`config.mk`:
```
export PLATFORM = sky130hd
export DESIGN_NAME = uart_rx_deserializer
export DESIGN_NICKNAME = d
export VERILOG_FILES = /design/src/rtl/uart_rx_deserializer.sv
export SDC_FILE = /design/constraint.sdc
export NUM_CORES = 1
export LEC_CHECK = 0
export BUFFER_PORTS_ARGS = -buffer_cell sky130_fd_sc_hd__buf_2
export CORE_AREA = 2 2 75 77
export DETAILED_ROUTE_END_ITERATION = 7
export DIE_AREA = 0 0 77 79
export HOLD_SLACK_MARGIN = 0.15
export PLACE_DENSITY = 0.73
export SLEW_MARGIN = 20
export SYNTH_ARGS = -nofsm -noshare
export SYNTH_HDL_FRONTEND = slang
export SYNTH_SLANG_ARGS = --single-unit
```
`constraint.sdc`:
```
create_clock -name clk -period 2.3 [get_ports clk]
set_clock_uncertainty 0.05 [all_clocks]
set_input_delay 0.115 -clock clk [delete_from_list [all_inputs] [get_ports clk]]
set_output_delay 0.115 -clock clk [all_outputs]
set_load 0.005 [all_outputs]
```
`src/rtl/uart_rx_deserializer.sv`:
```
// Purpose: 8N1 UART receiver that packs N_WORDS bytes (first byte in LSBs) into one wide valid/ready word.
// Latency: line to rx_s is 2 cycles; m_valid/frame_err/overflow register on the edge after the stop-bit sample.
// Backpressure: reception never stalls; a packet completing while m_data is held unconsumed is dropped with an overflow pulse.
// Optional: define UART_RX_TIMEOUT_EN to discard a partial packet after TIMEOUT_PULSES idle bit periods.
module uart_rx_deserializer #(
  parameter int CLOCKS_PER_PULSE = 2604,
  parameter int BITS_PER_WORD    = 8,
  parameter int W_OUT            = 16,
  parameter int TIMEOUT_PULSES   = 32
) (
  input  logic             clk,
  input  logic             rstn,
  input  logic             rx,
  output logic [W_OUT-1:0] m_data,
  output logic             m_valid,
  input  logic             m_ready,
  output logic             frame_err,
  output logic             overflow
);

  localparam int N_WORDS = W_OUT / BITS_PER_WORD;
  localparam int CNT_W   = $clog2(CLOCKS_PER_PULSE);
  localparam int BIT_W   = (BITS_PER_WORD > 1) ? $clog2(BITS_PER_WORD) : 1;
  localparam int WC_W    = (N_WORDS > 1) ? $clog2(N_WORDS) : 1;

  localparam logic [CNT_W-1:0] HALF_M1   = CNT_W'(CLOCKS_PER_PULSE/2 - 1);
  localparam logic [CNT_W-1:0] FULL_M1   = CNT_W'(CLOCKS_PER_PULSE - 1);
  localparam logic [BIT_W-1:0] LAST_BIT  = BIT_W'(BITS_PER_WORD - 1);
  localparam logic [WC_W-1:0]  LAST_WORD = WC_W'(N_WORDS - 1);

  // Reject parameter sets the sampling scheme cannot honour.
  if (CLOCKS_PER_PULSE < 4) begin : g_chk_cpp
    $error("CLOCKS_PER_PULSE must be at least 4");
  end
  if ((W_OUT % BITS_PER_WORD) != 0) begin : g_chk_wout
    $error("W_OUT must be a multiple of BITS_PER_WORD");
  end
  if (TIMEOUT_PULSES < 1) begin : g_chk_to
    $error("TIMEOUT_PULSES must be at least 1");
  end

  typedef enum logic [1:0] {IDLE, START, DATA, STOP} state_t;

  state_t                   state;
  logic                     rx_meta;
  logic                     rx_s;
  logic [CNT_W-1:0]         clk_cnt;
  logic [BIT_W-1:0]         bit_cnt;
  logic [WC_W-1:0]          word_cnt;
  logic [BITS_PER_WORD-1:0] shift_q;
  logic [W_OUT-1:0]         asm_buf;
  logic [W_OUT-1:0]         next_buf;

`ifdef UART_RX_TIMEOUT_EN
  localparam int TO_W = $clog2(TIMEOUT_PULSES + 1);
  localparam logic [TO_W-1:0] TO_LAST = TO_W'(TIMEOUT_PULSES - 1);
  logic [CNT_W-1:0] to_clk;
  logic [TO_W-1:0]  to_pulses;
`endif

  // Two-flop synchronizer; idles high so reset never looks like a start bit.
  always_ff @(posedge clk or negedge rstn) begin
    if (!rstn) begin
      rx_meta <= 1'b1;
      rx_s    <= 1'b1;
    end else begin
      rx_meta <= rx;
      rx_s    <= rx_meta;
    end
  end

  // Assembly buffer with the just-received byte dropped into its slot.
  always_comb begin
    next_buf = asm_buf;
    next_buf[word_cnt*BITS_PER_WORD +: BITS_PER_WORD] = shift_q;
  end

  // Receive FSM, packet assembly, output register and status pulses.
  always_ff @(posedge clk or negedge rstn) begin
    if (!rstn) begin
      state     <= IDLE;
      clk_cnt   <= '0;
      bit_cnt   <= '0;
      word_cnt  <= '0;
      shift_q   <= '0;
      asm_buf   <= '0;
      m_data    <= '0;
      m_valid   <= 1'b0;
      frame_err <= 1'b0;
      overflow  <= 1'b0;
`ifdef UART_RX_TIMEOUT_EN
      to_clk    <= '0;
      to_pulses <= '0;
`endif
    end else begin
      frame_err <= 1'b0;
      overflow  <= 1'b0;
      if (m_valid && m_ready) m_valid <= 1'b0;

      case (state)
        IDLE: begin
          if (!rx_s) begin
            state   <= START;
            clk_cnt <= HALF_M1;
          end
        end
        START: begin
          if (clk_cnt == '0) begin
            if (rx_s) begin
              state <= IDLE;
            end else begin
              state   <= DATA;
              clk_cnt <= FULL_M1;
              bit_cnt <= LAST_BIT;
            end
          end else begin
            clk_cnt <= clk_cnt - 1'b1;
          end
        end
        DATA: begin
          if (clk_cnt == '0) begin
            shift_q <= {rx_s, shift_q[BITS_PER_WORD-1:1]};
            clk_cnt <= FULL_M1;
            if (bit_cnt == '0) state <= STOP;
            else               bit_cnt <= bit_cnt - 1'b1;
          end else begin
            clk_cnt <= clk_cnt - 1'b1;
          end
        end
        STOP: begin
          if (clk_cnt == '0) begin
            // Leave mid stop bit so an immediately following start edge is caught.
            state <= IDLE;
            if (!rx_s) begin
              frame_err <= 1'b1;
            end else begin
              asm_buf <= next_buf;
              if (word_cnt == LAST_WORD) begin
                word_cnt <= '0;
                // A consumer draining the old word this cycle makes room for the new one.
                if (!m_valid || m_ready) begin
                  m_data  <= next_buf;
                  m_valid <= 1'b1;
                end else begin
                  overflow <= 1'b1;
                end
              end else begin
                word_cnt <= word_cnt + 1'b1;
              end
            end
          end else begin
            clk_cnt <= clk_cnt - 1'b1;
          end
        end
        default: state <= IDLE;
      endcase

`ifdef UART_RX_TIMEOUT_EN
      // Idle bit-period counter; only runs while a partial packet is pending.
      if (state == IDLE && word_cnt != '0) begin
        if (to_clk == FULL_M1) begin
          to_clk <= '0;
          if (to_pulses == TO_LAST) begin
            to_pulses <= '0;
            word_cnt  <= '0;
          end else begin
            to_pulses <= to_pulses + 1'b1;
          end
        end else begin
          to_clk <= to_clk + 1'b1;
        end
      end else begin
        to_clk    <= '0;
        to_pulses <= '0;
      end
`endif
    end
  end

endmodule

```
==> impl_metrics.yaml <==
yosys:
  ys.flop_type: "dfrtp_1"
  synth_edf_count: 0
  ys_types: 58
  ys_warn_count: 0
  synth_cells: 219
  ys_ff_latch: 55
  yosysSeqAreaShare_pct: 50.7
  ys_async_sr_fraction_pct: 100
  synth_nets: 232
  avgSynthCellArea_um2: 12.4
  synth.cell_area_mm2: 0.00272
cells_and_area:
  nets: 278
  drive_gt1_share_pct: 39.1
  final_common_cell: "dfrtp_1"
  stdcell_count: 338
  antenna_cells: 0
  postLayoutCoreUtil_pct: 59.9
  area_growth_pct: 17.6
  fill_cells: 463
  layout_common_cells: "53 x dfrtp_1, 25 x mux2_2, 22 x buf_2, 22 x buf_4"
job:
  max_cap_violations: 0
place:
  preCtsSetupSlack_ns: -0.0297
  hpwl_mm: 3.69
  dp_cells: 325
  place_congestion: 0.915
  portBuffers: 22
die:
  num_rows: 27
  fp.dieW_um: 77
  start_util_pct: 51.0
  dieArea_mm2: 0.00608
  ios: 23
  core_mm2: 0.00534
  die_h_um: 79
clock_tree:
  clkLatencyLatePin_ns: 0.32
  cts_sinks: 55
  cts_tree: "built"
  path_clk_slew_ns: 0.10
  clockBufferDepth: 2
  cts_buffers: 5
  cts_root_buffer: "clkbuf_8"
  cts_max_level: 2
detailed_routing:
  wire_per_inst_um: 15.1
  vias: 1910
  viasPerCell: 5.65
  wl_met2_mm: 2.43
  drtIter0Drc: 131
  route.met3.wl_um: 205
  drtPass1Iterations: 4
  topRoutingLayerUsed: "met4"
  drt-met1-wl_mm: 2.36
  remaining_drc_errors: 0
  wl_mm: 5.09
  ant_nets: 0
grt:
  overflow: 0
  grt_util_all_layers_pct: 18.1
  grt_pass1_wl_mm: 8.87
  antenna_found_initial: 0
  grt_max_degree: 41
  grt_pass1_vias: 1866
sta:
  fin_setup_tns_ns: 0
  fin_crit_sh_pct: 98.0
  setup_viol: 0
  hold_viol: 0
  setup_slack_ns: 0.0453
  max_clock_freq_mhz: 444
  tightest_slew_ns: 0.836
  slew_headroom_pct: 44.3
  min_period_ns: 2.25
  drv_slew: 0
worst_setup_path:
  critPathMaxStageDelay_ns: 0.69
  crit_end: "clk_cnt[5]"
  worst-r2r-setup-slack_ns: 0.05
  slowest_stage: "or4_1"
  cp.required_ns: 2.46
  r2r-end: "clk_cnt[5]"
  startpoint: "clk_cnt[5]"
  cp_cell_sequence: "or4_1 -> o41ai_2 -> buf_4 -> buf_4 -> a21oi_1 -> o221a_2"
  endpoint_kind: "flop"
  path_class: "flop to flop"
  cp.arrival_ns: 2.41
  crit_family: "simple AND/OR/NAND/NOR gates"
  r2r-start: "clk_cnt[5]"
  cp-start-kind: "flop"
  worst-path-buf-inv: 2
  cp.depth: 6
  path_max_fanout: 6
  cp_common_cell: "buf_4"
  ff2ff_path_depth: 6
power_and_ir_drop:
  vdd_drop_max_uv: 252
  powerDensity_mw_per_mm2: 493
  p_leak_nw: 1.57
run_status:
  outcome: "completed"
hold_path:
  hold_class: "flop to flop"
-- state kept, by name, indices dropped and copies added, names as in the netlist, named ones only --
name,flops
rx_s,1
m_data,16
word_cnt,1
bit_cnt,3
state,1
asm_buf,8
m_valid,1
frame_err,1
overflow,1
rx_meta,1
shift_q,8
clk_cnt,12
-- timing repair --
action / CTS / global route
endpoints found under the setup margin: 7 / 12
buffers inserted: 0 / 2
hold buffers: 3 / 0
gates cloned: 0 / 0
resized for setup: 1 / 3
hold endpoints to repair: 39 / 0
pin swaps: 1 / 1
-- worst min-delay path by stage --
| stage | startpoint | to | slack (ns) | cells past startpoint |
|---|---|---|---|---|
| 2_1_floorplan | rstn | async pin | -0.23 | 0 |
| 3_3_place_gp | rx | rx_meta | 0.17 | 1 |
| 3_5_place_dp | rx | rx_meta | 0.17 | 1 |
| 4_1_cts | rx_meta | rx_s | 0.32 | 0 |
| 5_1_grt | rx_meta | rx_s | 0.32 | 0 |
| 6_report | rx_meta | rx_s | 0.32 | 0 |
-- cells in the mapped netlist (2+ instances only) --
cell	n	share of area [%]
nor4b_1	2	0.64
a31oi_1	2	0.46
o21ai_0	8	1.5
mux2_4	10	5.5
ha_1	9	4.1
inv_1	9	1.2
clkbuf_1	6	0.83
nor3_1	6	1.1
or3_1	4	0.92
dfrtp_1	53	49
a22o_1	3	0.97
o221a_2	2	0.83
mux2_2	25	10
dfstp_2	2	1.9
o21bai_1	2	0.55
nor2_1	7	0.97
nand2b_1	4	0.92
nor4_1	2	0.46
nand2_1	11	1.5
nand3_1	5	0.92
a21oi_1	8	1.5
nor3_2	3	1.1
-- power by group --
group | total, mW | internal [mW] | leakage [nW] | switching (mW)
clock network | 0.577 | 0.232 | 0.0522 | 0.345
logic | 0.0291 | 0.00872 | 0.793 | 0.0203
registers | 0.972 | 0.970 | 0.726 | 0.00264
total | 1.58 | 1.21 | 1.57 | 0.368
-- routing by layer --
| metal | track usage (%) | vias up |
|---|---|---|
| met3 | 3.98 | 9 |
| met2 | 29.2 | 50 |
| met4 | 5.54 | 0 |
| met1 | 24.8 | 942 |
| met5 | 0 | - |
| li1 | - | 909 |
-- per-stage QoR --
stage                     area [um2]  power (mW)  hold slack [ns]
after floorplan                 2720       0.993           -0.231
after global placement          3040        1.02            0.171
after detailed placement        3040        1.02            0.171
after CTS                       3170        1.59            0.317
after global routing            3200        1.64            0.322
final                           3200        1.58            0.315
-- cells by family after synthesis --
group | share of synthesized area (%)
and+or+nand+nor | 13.7
DFF | 50.7
AOI/OAI and AO/OA | 12.1
muxes | 15.9
buffers and inverters | 3.22
adders and majority gates | 4.14
xor gates and xnor gates | 0.322
-- cell type report --
cell class / instances / area (um2) / area share (%)
sequential: 55 / 1380 / 43.1
multi-input combinational: 146 / 1270 / 39.7
timing repair buffer: 48 / 325 / 10.2
tap: 72 / 90.1 / 2.82
clock buffer: 5 / 68.8 / 2.15
inverter: 9 / 33.8 / 1.06
clock inverter: 3 / 31.3 / 0.978
Note: power is estimated with default switching activity, not from simulation.
